===== config.mk =====
export PLATFORM = sky130hd
export DESIGN_NAME = jedro_1_issue_ctrl
export DESIGN_NICKNAME = d
export VERILOG_FILES = /design/src/rtl/jedro_1_issue_ctrl.sv
export SDC_FILE = /design/constraint.sdc
export NUM_CORES = 1
export LEC_CHECK = 0
export ABC_AREA = 1
export ABC_CLOCK_PERIOD_IN_PS = 2300
export BUFFER_PORTS_ARGS = -buffer_cell sky130_fd_sc_hd__buf_2
export CELL_PAD_IN_SITES_DETAIL_PLACEMENT = 0
export CELL_PAD_IN_SITES_GLOBAL_PLACEMENT = 2
export CORE_UTILIZATION = 26
export CTS_BUF_LIST = sky130_fd_sc_hd__clkbuf_16
export DETAILED_ROUTE_END_ITERATION = 16
export GPL_TIMING_DRIVEN = 0
export PLACE_DENSITY_LB_ADDON = 0.2
export SKIP_CTS_REPAIR_TIMING = 1
export SLEW_MARGIN = 30
export SYNTH_ARGS = -nofsm -noshare
export SYNTH_HDL_FRONTEND = slang
export SYNTH_SLANG_ARGS = --single-unit

===== constraint.sdc =====
create_clock -name clk_i -period 2.3 [get_ports clk_i]
set_input_delay 0.46 -clock clk_i [delete_from_list [all_inputs] [get_ports clk_i]]
set_output_delay 0.46 -clock clk_i [all_outputs]
set_load 0.05 [all_outputs]

===== src/rtl/jedro_1_issue_ctrl.sv =====
// jedro_1_issue_ctrl: decode-stage issue scheduler (scoreboard, load limit, serialization, post-jump flush)
module jedro_1_issue_ctrl #(
   parameter int REG_ADDR_WIDTH = 5,
   parameter int MAX_LOADS      = 2,
   parameter int FLUSH_CYCLES   = 2
) (
   input  logic                         clk_i,
   input  logic                         rstn_i,
   input  logic                         issue_valid_i,
   output logic                         issue_ready_o,
   input  logic [REG_ADDR_WIDTH-1:0]    issue_rs1_i,
   input  logic [REG_ADDR_WIDTH-1:0]    issue_rs2_i,
   input  logic                         issue_use_rs1_i,
   input  logic                         issue_use_rs2_i,
   input  logic [REG_ADDR_WIDTH-1:0]    issue_rd_i,
   input  logic                         issue_wb_i,
   input  logic                         issue_load_i,
   input  logic                         issue_serial_i,
   input  logic                         alu_wb_valid_i,
   input  logic [REG_ADDR_WIDTH-1:0]    alu_wb_addr_i,
   input  logic                         lsu_wb_valid_i,
   input  logic [REG_ADDR_WIDTH-1:0]    lsu_wb_addr_i,
   input  logic                         serial_done_i,
   input  logic                         jmp_taken_i,
   output logic                         flush_o,
   output logic [2**REG_ADDR_WIDTH-1:0] sb_pending_o,
   output logic [2:0]                   loads_outst_o
);
   localparam int NREG = 2**REG_ADDR_WIDTH;
   typedef enum logic [1:0] {RUN, SERIAL, FLUSH} state_e;
   state_e          state_q, state_d;
   logic [3:0]      fcnt_q, fcnt_d;
   logic [NREG-1:0] pend_q, pend_d;
   logic [2:0]      loads_q, loads_d;
   logic            hazard, load_stall, serial_blk, fire;

   // Issue decision from registered tracking state (no bypass of same-cycle writebacks)
   always_comb begin
      hazard        = (issue_use_rs1_i & (|issue_rs1_i) & pend_q[issue_rs1_i])
                    | (issue_use_rs2_i & (|issue_rs2_i) & pend_q[issue_rs2_i])
                    | (issue_wb_i & (|issue_rd_i) & pend_q[issue_rd_i]);
      load_stall    = issue_load_i & (loads_q == 3'(MAX_LOADS));
      serial_blk    = issue_serial_i & ((|pend_q) | (|loads_q));
      issue_ready_o = rstn_i & (state_q == RUN) & ~jmp_taken_i & ~hazard & ~load_stall & ~serial_blk;
      fire          = issue_valid_i & issue_ready_o;
   end

   // Scoreboard next value: clears applied first so a same-cycle new writer wins
   always_comb begin
      pend_d = pend_q;
      if (alu_wb_valid_i) pend_d[alu_wb_addr_i] = 1'b0;
      if (lsu_wb_valid_i) pend_d[lsu_wb_addr_i] = 1'b0;
      if (fire & issue_wb_i) pend_d[issue_rd_i] = 1'b1;
      pend_d[0] = 1'b0;
   end

   // Outstanding loads: writeback at zero count is ignored
   always_comb loads_d = loads_q + 3'(fire & issue_load_i) - 3'(lsu_wb_valid_i & (|loads_q));

   // Sequencer next state: a taken jump overrides everything and restarts the flush window
   always_comb begin
      state_d = state_q;
      fcnt_d  = fcnt_q;
      if (jmp_taken_i) begin
         state_d = FLUSH;
         fcnt_d  = 4'(FLUSH_CYCLES - 1);
      end else if (fire & issue_serial_i) begin
         state_d = SERIAL;
      end else if (state_q == SERIAL) begin
         state_d = serial_done_i ? RUN : SERIAL;
      end else if (state_q == FLUSH) begin
         state_d = (fcnt_q == 4'd0) ? RUN : FLUSH;
         fcnt_d  = (fcnt_q == 4'd0) ? fcnt_q : fcnt_q - 4'd1;
      end
   end

   // State registers; reset discards all in-flight tracking
   always_ff @(posedge clk_i or negedge rstn_i) begin
      if (!rstn_i) begin
         state_q <= RUN;
         fcnt_q  <= 4'd0;
         pend_q  <= '0;
         loads_q <= 3'd0;
      end else begin
         state_q <= state_d;
         fcnt_q  <= fcnt_d;
         pend_q  <= pend_d;
         loads_q <= loads_d;
      end
   end

   assign flush_o       = (state_q == FLUSH);
   assign sb_pending_o  = pend_q;
   assign loads_outst_o = loads_q;
endmodule


==> results.ini, run 1 <==
[route]
drc_errors = 0
vias_per_cell = 4.98
wire_per_inst_um = 17.8
drtPass1Iterations = 5
first_iter_violations = 316
routed_wl_mm = 15.9
vias = 4454
ant_nets = 0

[sta]
hold_viol = 0
max_slew_margin = 0.393
tightest_slew_ns = 0.903
rsz0062_at_grt = true
maxSlewViolCount = 0
fin_ws_ns = -0.586
max_freq_ghz = 0.347
finalCriticalPeriod_ns = 2.89
period_share = 1.25
finalClockSkew_ns = 0.00393
tns_ns = -1.81
setup_violations = 4

[grt]
met2_usage = 0.347
grt_max_degree = 42
use_met1 = 0.306
antenna_found_initial = 0
overflow = 0
busiest_layer = met2
use_met3 = 0.0433
grt_pass1_wl_mm = 23.5
grt.total_usage = 0.220
grt_pass1_vias = 4046

[logic_synthesis]
ys_ff_latch = 40
ys_async_sr_fraction = 1.00
yosys.area.top_type_share = 0.278
yosys-top-cells-count = nand2_1, inv_1, nor2_1
syn_area_per_cell_um2 = 5.97
synth_most_common_cell = nand2_1
synth_top_area_cell = dfrtp_1
syn_area_um2 = 3600
synth_fp_nets = 645
synth_seq_area_share = 0.278
syn_inst = 603
yosysUniqueCellTypes = 29
synth-edff-count = 0
synth_area_leaders = dfrtp_1, nand2_1, inv_1
yosysWarnings = 0
synth-main-ff-cell = dfrtp_1

[floorplan]
chipWidth_um = 120
num_rows = 42
core_region_area_um2 = 13400
io_pins = 74
die_area_um2 = 14300
start_util = 0.269
fp.dieH_um = 120

[critical_path]
cp-end-kind = flip-flop
critPathKind = flip-flop to flip-flop
crit_top_cell = nor2_1
slowest_delay_ns = 0.49
crit_fanout = 6
path_buf_inv = 3
critical_path_required_ns = 2.46
worstPathArrival_ns = 3.05
crit_slowest_cell = dfrtp_2
cp_top_family = simple AND/OR/NAND/NOR gates
startpoint_type = flip-flop
path_cells = nor2_1, nand2_1, nor2_2, nand3_2, nor2_4, nor2_1, nor2_1, nand2_1, nor2_2, and2_4, buf_6, buf_12, nand3_4, ha_4, inv_2, ha_4, fa_2, xor2_1

[place]
placed_cell_area_um2 = 4300
io_buffers = 69
place_congestion = 0.906
dp_hpwl_mm = 12.4

[status]
failed_checks = setup timing
run_status = complete, but fails checks

[clock_network]
clock_sinks = 40
cts_buffer_depth = 2
clock_latency_ns = 0.28
cts-htree-levels = 2
root_buffer = clkbuf_16
cts_buffers = 5
cts.clk_slew.worst_paths_ns = 0.06
tritoncts = built

[finish]
area_growth_pct = 37.6
n_antenna_cell = 0
final_layout_size_suffix_gt1_frac = 0.288
nNetsFinal = 759
finalInstanceArea_um2 = 4950

[power_and_ir_drop]
power_density_nw_per_um2 = 799
peakVddDrop_v = 0.000356
p_leak_uw = 0.00240
total_power_uw = 3960

[job]
max-cap-violations = 0

[hold_path]
hp-class = primary input to async pin

## layer usage
layer | routed length, µm | part of all wire
met2 | 7240 | 0.46
met3 | 811 | 0.051
met1 | 7410 | 0.47
met5 | 0 | 0
met4 | 417 | 0.026
## through the flow
stage | worst slack, ns | util | cells | hold WS, ns
after floorplan | -0.467 | - | 603 | 0.164
after global placement | -1.18 | 0.321 | 848 | 0.504
after detailed placement | -1.20 | 0.321 | 848 | 0.498
after CTS | -0.907 | 0.333 | 856 | 0.382
after global routing | -0.739 | 0.370 | 894 | 0.195
final | -0.586 | 0.370 | 894 | 0.161
## registers in the layout, indices dropped and copies added (netlist names)
signal / flops
fcnt_q: 4
state_q: 2
loads_outst_o: 3
sb_pending_o: 31
## worst reg2reg max path: cells and delay by family (launching register included)
kind,cells,cell delay [ns]
AND/OR/NAND/NOR,11,1.13
adder cells (fa/ha/maj),3,0.76
XOR/XNOR,1,0.14
flip-flops,1,0.49
buffers and inverters,3,0.25
## cells by family (layout without fill, tap and decap cells)
logic type | count (synthesis) | after routing | synth area share
AOI/OAI and AO/OA | 105 | 105 | 0.156
xor gates and xnor gates | 3 | 3 | 0.00730
buffers and inverters | 103 | 218 | 0.124
other | 1 | 1 | 0.00104
and+or+nand+nor | 346 | 346 | 0.413
DFF | 40 | 40 | 0.278
adders and majority gates | 5 | 5 | 0.0195
## final cells by class
cell class                 count  area (µm²)
inverter                      80         314
sequential                    40        1040
multi-input combinational    460        2290
timing repair buffer         108         743
clock inverter                 3        37.5
fill                        1491        8450
clock buffer                   5         125
buffer                        22         178
tap                          176         220
## cell usage in the layout (no fill, tap or decap), types with 2 or more instances in the layout
cell,n
nand3b_1,2
o21ai_0,36
clkbuf_16,6
buf_12,8
nor3_1,28
buf_6,9
clkbuf_1,2
a21oi_1,41
nor3_2,2
dfrtp_1,6
inv_2,13
buf_1,5
xnor2_1,2
ha_1,2
a21oi_2,3
nand2_1,174
nand3_1,33
nand4_1,37
clkinv_1,2
nor2_2,7
ha_4,2
nor2_1,52
buf_4,33
a31oi_1,2
dfrtp_2,34
buf_2,72
nand2_2,2
o21ai_1,7
nand3_2,4
inv_1,64
nor2_4,3
o211ai_1,9
o31ai_1,4
## path summary, 6_finish.rpt
kind	start	cells after the start	end	slack (ns)
min in group clk_i	jmp_taken_i	2	fcnt_q[1]$_DFFE_PN0P_	0.45
worst min-delay path	rstn_i	1	loads_outst_o[2]$_DFF_PN0_	0.16
max in group asynchronous	rstn_i	1	sb_pending_o[4]$_DFF_PN0_	1.73
worst max register to register	sb_pending_o[24]$_DFF_PN0_	18	loads_outst_o[2]$_DFF_PN0_	-0.59
worst min register to register	fcnt_q[1]$_DFFE_PN0P_	2	fcnt_q[1]$_DFFE_PN0P_	0.51
worst max-delay path	sb_pending_o[24]$_DFF_PN0_	18	loads_outst_o[2]$_DFF_PN0_	-0.59
## power breakdown
group | switching, µW | leakage [µW] | internal [µW]
clock | 281 | 0.0000789 | 504
combinational | 1340 | 0.00185 | 662
sequential | 272 | 0.000467 | 901
total | 1890 | 0.00240 | 2070
Power figures use the tool's default switching activity.
==> inputs of run 2 (changes only) <==
Settings changed: ABC_AREA 1 to default, CORE_UTILIZATION 26 to 31.
==> results.ini, run 2 <==
[grt]
overflow = 0  ; unchanged
grt_pass1_vias = 3198  ; -21%
grt_max_degree = 42  ; unchanged
grt.total_usage = 0.216  ; -0.00434
grt_pass1_wl_mm = 18.4  ; -22%
antenna_found_initial = 0  ; unchanged

[sta]
fin_ws_ns = -0.866  ; -0.280 ns
period_share = 1.38  ; +0.122
tightest_slew_ns = 0.751  ; -0.152 ns
finalClockSkew_ns = 0.00251  ; -0.00143 ns
max_slew_margin = 0.498  ; +0.105
max_freq_ghz = 0.316  ; -8.9%
setup_violations = 34  ; +30
finalCriticalPeriod_ns = 3.17  ; +0.280 ns
hold_viol = 0  ; unchanged
tns_ns = -6.38  ; -4.58 ns
maxSlewViolCount = 0  ; unchanged
rsz0062_at_grt = true

[place]
io_buffers = 68  ; -1.4%
dp_cells = 547  ; -35%
dp_hpwl_mm = 8.90  ; -28%
place_congestion = 0.803  ; -11%

[clock_network]
cts_buffer_depth = 2  ; unchanged
cts-htree-levels = 2  ; unchanged
clock_latency_ns = 0.28  ; about the same
tritoncts = built
root_buffer = clkbuf_16
clock_sinks = 40  ; unchanged
cts_buffers = 5  ; unchanged
cts.clk_slew.worst_paths_ns = 0.06  ; about the same

[logic_synthesis]
synth_most_common_cell = nand2_1
yosysWarnings = 0  ; unchanged
synth_xor_area_frac = 0.0130  ; +0.00568
ys_ff_latch = 40  ; unchanged
synth_top_family_by_area = compound AO/OA/AOI/OAI gates
synth_fp_nets = 385  ; -40%
yosys.area.top_type_share = 0.297  ; +0.0185
synth_top_area_cell = dfrtp_1
synth_area_leaders = dfrtp_1, o41ai_2, mux4_2
synth-main-ff-cell = dfrtp_1
syn_inst = 343  ; -43%
yosysUniqueCellTypes = 52  ; +79%
syn_area_per_cell_um2 = 9.84  ; +65%
syn_area_um2 = 3380  ; -6.3%
yosys-top-cells-count = nand2_1, dfrtp_1, a22oi_1
synth_compound_area_frac = 0.266  ; +0.110
synthSimpleGateAreaFrac = 0.195  ; -0.219
synthAdderAreaFrac = 0.0208  ; +0.00130
synth-edff-count = 0  ; unchanged
synth_seq_area_share = 0.297  ; +0.0185
ys_async_sr_fraction = 1.00  ; unchanged
synthMuxAreaShare = 0.155  ; +0.155

[power_and_ir_drop]
total_power_uw = 2440  ; -38%
p_leak_uw = 0.00217  ; -9.6%
power_density_nw_per_um2 = 541  ; -32%
peakVddDrop_v = 0.000349  ; -2.0%

[status]
failed_checks = setup timing
run_status = complete, but fails checks

[floorplan]
chipWidth_um = 106  ; -11%
die_area_um2 = 11300  ; -21%
io_pins = 74  ; unchanged
fp.dieH_um = 106  ; -11%
num_rows = 37  ; -12%
start_util = 0.323  ; +0.0539
core_region_area_um2 = 10500  ; -22%

[critical_path]
critical_path_required_ns = 2.47  ; about the same
crit_fanout = 6  ; unchanged
startpoint_type = flip-flop
r2r_slack_ns = -0.87  ; -0.28 ns
critPathKind = flip-flop to flip-flop
timing.rr.end = loads_outst_o[2]$_DFF_PN0_
worstPathArrival_ns = 3.34  ; +0.29 ns
reg2regPathDepth = 12  ; -6
reg2reg_from = sb_pending_o[28]$_DFF_PN0_
cp-end-kind = flip-flop

[finish]
nFillCells = 1050  ; -30%
fin_cells = 572  ; -36%
nNetsFinal = 477  ; -37%
area_growth_pct = 33.7
largest_reg_flops = 31  ; unchanged
n_antenna_cell = 0  ; unchanged
final_cell_mix = buf_2, nand2_1, a22oi_1
final_layout_size_suffix_gt1_frac = 0.431  ; +0.143
final_common_cell = buf_2
final_util = 0.431  ; +0.0615

[hold_path]
hp-class = primary input to async pin

[route]
vias_per_cell = 5.81  ; +17%
vias = 3326  ; -25%
drtPass1Iterations = 5  ; unchanged
ant_nets = 0  ; unchanged
first_iter_violations = 168  ; -47%
routed_wl_mm = 12.1  ; -24%
wire_per_inst_um = 21.2  ; +19%
drc_errors = 0  ; unchanged

[job]
max-cap-violations = 0  ; unchanged

[run 2: cell count changes after synthesis, sizes merged, moves of 25 or more]
cell   previous run  this run
o41ai             0        32
nor2             62        12
a21oi            45         0
nand3            38         7
o21ai            44         7
nand4            37         1
inv              80        13
a22oi             0        32
nand2           176        47
nor3             30         5
[run 2: logic make-up after synthesis]
| logic type | count (synthesis) |
|---|---|
| and+or+nand+nor | 125 |
| AOI/OAI and AO/OA | 94 |
| DFF | 40 |
| muxes | 38 |
| buffers and inverters | 35 |
| adders and majority gates | 5 |
| xor gates and xnor gates | 5 |
| other | 1 |
[run 2: worst max-delay path, stage by stage (launching register included)]
cell and delay [ns]:
dfrtp_2 0.47, mux4_2 0.46, and2_1 0.17, o32ai_2 0.26, a211o_2 0.17, o211ai_4 0.10
or3_1 0.33, ha_1 0.30, inv_2 0.04, ha_4 0.14, fa_2 0.35, xnor2_2 0.14
xnor2_1 0.12
[run 2: through the flow]
step	setup slack, ns	cell area [µm²]	hold WS [ns]
finish	-0.866	4510	0.0815
global route	-0.976	4510	0.106
CTS	-1.25	4050	0.340
detailed placement	-1.54	3910	0.535
global placement	-1.49	3910	0.529
floorplan	-0.875	3400	0.164
[run 2: worst max-delay path by stage]
stage,start,to,slack (ns)
after floorplan,sb_pending_o[13]$_DFF_PN0_,loads_outst_o[2]$_DFF_PN0_,-0.87
after detailed placement,rstn_i,loads_outst_o[2]$_DFF_PN0_,-1.54
after global routing,sb_pending_o[13]$_DFF_PN0_,loads_outst_o[2]$_DFF_PN0_,-0.98
final,sb_pending_o[28]$_DFF_PN0_,loads_outst_o[2]$_DFF_PN0_,-0.87
after CTS,rstn_i,loads_outst_o[2]$_DFF_PN0_,-1.25
after global placement,rstn_i,loads_outst_o[2]$_DFF_PN0_,-1.49
[run 2: layout make-up]
type / count / area (µm²) / share of cell area
plain buffers: 22 / 166 / 0.0369
repair buffers: 85 / 495 / 0.110
flip-flops and latches: 40 / 1020 / 0.227
clock inverters: 3 / 11.3 / 0.00250
multi-input cells: 268 / 2470 / 0.548
inverters: 13 / 48.8 / 0.0108
well taps: 136 / 170 / 0.0377
clock buffers: 5 / 125 / 0.0277
[run 2: power breakdown]
part / leakage (µW) / switching [µW] / internal (µW)
logic: 0.00158 / 565 / 360
clock network: 0.0000738 / 271 / 390
registers: 0.000512 / 77.7 / 778
total: 0.00217 / 913 / 1530
[run 2: per-layer routing]
layer | vias up | wire, µm | track usage
met1 | 1669 | 5530 | 0.306
met3 | 11 | 635 | 0.0362
met4 | 0 | 204 | 0.0665
met2 | 106 | 5750 | 0.333
li1 | 1540 | - | -
met5 | - | 0 | 0
==> inputs of run 3 (changes only) <==
Settings changed: REMOVE_ABC_BUFFERS from default to 1.
==> results.ini, run 3 (synthesis results as in run 2) <==
[place]
place_congestion = 0.780  ; -2.8%
pre_cts_ws_ns = -1.94  ; -0.404 ns
io_buffers = 72  ; +5.9%
placed_cell_area_um2 = 3820  ; -2.3%
dp_hpwl_mm = 8.43  ; -5.2%
dp_cells = 531  ; -2.9%

[clock_network]
tritoncts = built
clock_latency_ns = 0.28  ; about the same
cts-htree-levels = 2  ; unchanged
cts.clk_slew.worst_paths_ns = 0.06  ; about the same
clock_sinks = 40  ; unchanged
cts_buffer_depth = 2  ; unchanged
cts_buffers = 5  ; unchanged
root_buffer = clkbuf_16

[finish]
final_cell_mix = buf_2, nand2_1, a22oi_1
largest_reg_flops = 31  ; unchanged
final_common_cell = buf_2
area_growth_pct = 31.8
nNetsFinal = 466  ; -2.3%
finalInstanceArea_um2 = 4450  ; -1.4%
final_layout_size_suffix_gt1_frac = 0.414  ; -0.0171
n_antenna_cell = 0  ; unchanged
fin_cells = 561  ; -1.9%

[sta]
finalCriticalPeriod_ns = 3.37  ; +0.203 ns
rsz0062_at_grt = true
max_freq_ghz = 0.297  ; -6.0%
maxSlewViolCount = 0  ; unchanged
setup_violations = 27  ; -21%
finalClockSkew_ns = 0.00614  ; +0.00363 ns
fin_ws_ns = -1.07  ; -0.203 ns
max_slew_margin = 0.411  ; -0.0864
period_share = 1.46  ; +0.0883
hold_viol = 0  ; unchanged
holdWs_ns = 0.0711  ; -0.0104 ns
tightest_slew_ns = 0.881  ; +0.130 ns
tns_ns = -5.65  ; +0.734 ns

[power_and_ir_drop]
p_leak_uw = 0.00209  ; -3.7%
power_density_nw_per_um2 = 570  ; +5.3%
peakVddDrop_v = 0.000233  ; -33%

[critical_path]
cp-end-kind = flip-flop
critical_path_required_ns = 2.47  ; about the same
critPathKind = flip-flop to flip-flop
crit_fanout = 6  ; unchanged
startpoint_type = flip-flop
r2r_slack_ns = -1.07  ; -0.20 ns
worstPathArrival_ns = 3.54  ; +0.20 ns

[floorplan]
die_area_um2 = 11300  ; unchanged
num_rows = 37  ; unchanged
start_util = 0.323  ; unchanged
core_region_area_um2 = 10500  ; unchanged
chipWidth_um = 106  ; unchanged
io_pins = 74  ; unchanged
fp.dieH_um = 106  ; unchanged

[route]
drc_errors = 0  ; unchanged
first_iter_violations = 312  ; +86%
drtPass1Iterations = 5  ; unchanged
ant_nets = 0  ; unchanged
wire_per_inst_um = 20.7  ; -2.5%
vias = 3258  ; -2.0%
routed_wl_mm = 11.6  ; -4.4%
vias_per_cell = 5.81  ; -0.12%

[grt]
grt_pass1_wl_mm = 17.3  ; -5.9%
grt_max_degree = 42  ; unchanged
grt_pass1_vias = 3037  ; -5.0%
antenna_found_initial = 0  ; unchanged
overflow = 0  ; unchanged
grt.total_usage = 0.201  ; -0.0153

[job]
max-cap-violations = 0  ; unchanged

[hold_path]
hp-class = primary input to async pin

[status]
run_status = complete, but fails checks
failed_checks = setup timing

[run 3: cell types whose count changed in the layout (fill, tap and decap cells not counted), moves of 3 or more]
| cell | change |
|---|---|
| buf_4 | +3 |
| buf_8 | -3 |
| clkbuf_1 | -6 |
| clkbuf_2 | -3 |
| dfrtp_1 | +3 |
| dfrtp_2 | -3 |
[run 3: layout make-up]
cell class	instances	area (µm²)
fillers	1025	6010
inverters	13	48.8
flip-flops and latches	40	1020
repair buffers	96	622
clock inverters	3	37.5
multi-input cells	268	2430
clock buffers	5	125
well taps	136	170
[run 3: where the power goes]
| part | internal [µW] | switching, µW | total [µW] |
|---|---|---|---|
| Sequential | 778 | 78.5 | 856 |
| Clock | 504 | 275 | 779 |
| Combinational | 346 | 554 | 901 |
[run 3: routing by layer]
| layer | part of all wire | GRT usage | routed length, µm |
|---|---|---|---|
| met3 | 0.052 | 0.0245 | 599 |
| met4 | 0.0080 | 0.0526 | 93 |
| met2 | 0.48 | 0.331 | 5570 |
| met1 | 0.46 | 0.277 | 5330 |
| met5 | 0 | 0 | 0 |
[run 3: final timing paths]
path                                             from                          to  cells past startpoint
min in group clk_i                        jmp_taken_i       fcnt_q[1]$_DFFE_PN0P_                      2
hold / removal                                 rstn_i  loads_outst_o[0]$_DFF_PN0_                      1
hold reg to reg                 fcnt_q[3]$_DFFE_PN0P_       fcnt_q[3]$_DFFE_PN0P_                      2
max in group asynchronous                      rstn_i  sb_pending_o[25]$_DFF_PN0_                      1
setup / recovery           sb_pending_o[13]$_DFF_PN0_  loads_outst_o[2]$_DFF_PN0_                     13
setup reg to reg           sb_pending_o[13]$_DFF_PN0_  loads_outst_o[2]$_DFF_PN0_                     13
[run 3: critical path: stages (launching register included)]
cell and delay (ns):
dfrtp_2 0.45, mux4_2 0.47, and2_4 0.15, o41ai_2 0.31, a211o_2 0.17, o211ai_4 0.12
buf_12 0.16, or3_1 0.31, ha_1 0.30, inv_2 0.04, ha_4 0.15, fa_2 0.37
xnor2_2 0.15, xnor2_1 0.12
[run 3: through the flow]
| step | util | power, µW |
|---|---|---|
| floorplan | - | 1390 |
| global placement | 0.361 | 1620 |
| detailed placement | 0.366 | 1640 |
| CTS | 0.381 | 2430 |
| global route | 0.425 | 2670 |
| finish | 0.425 | 2540 |
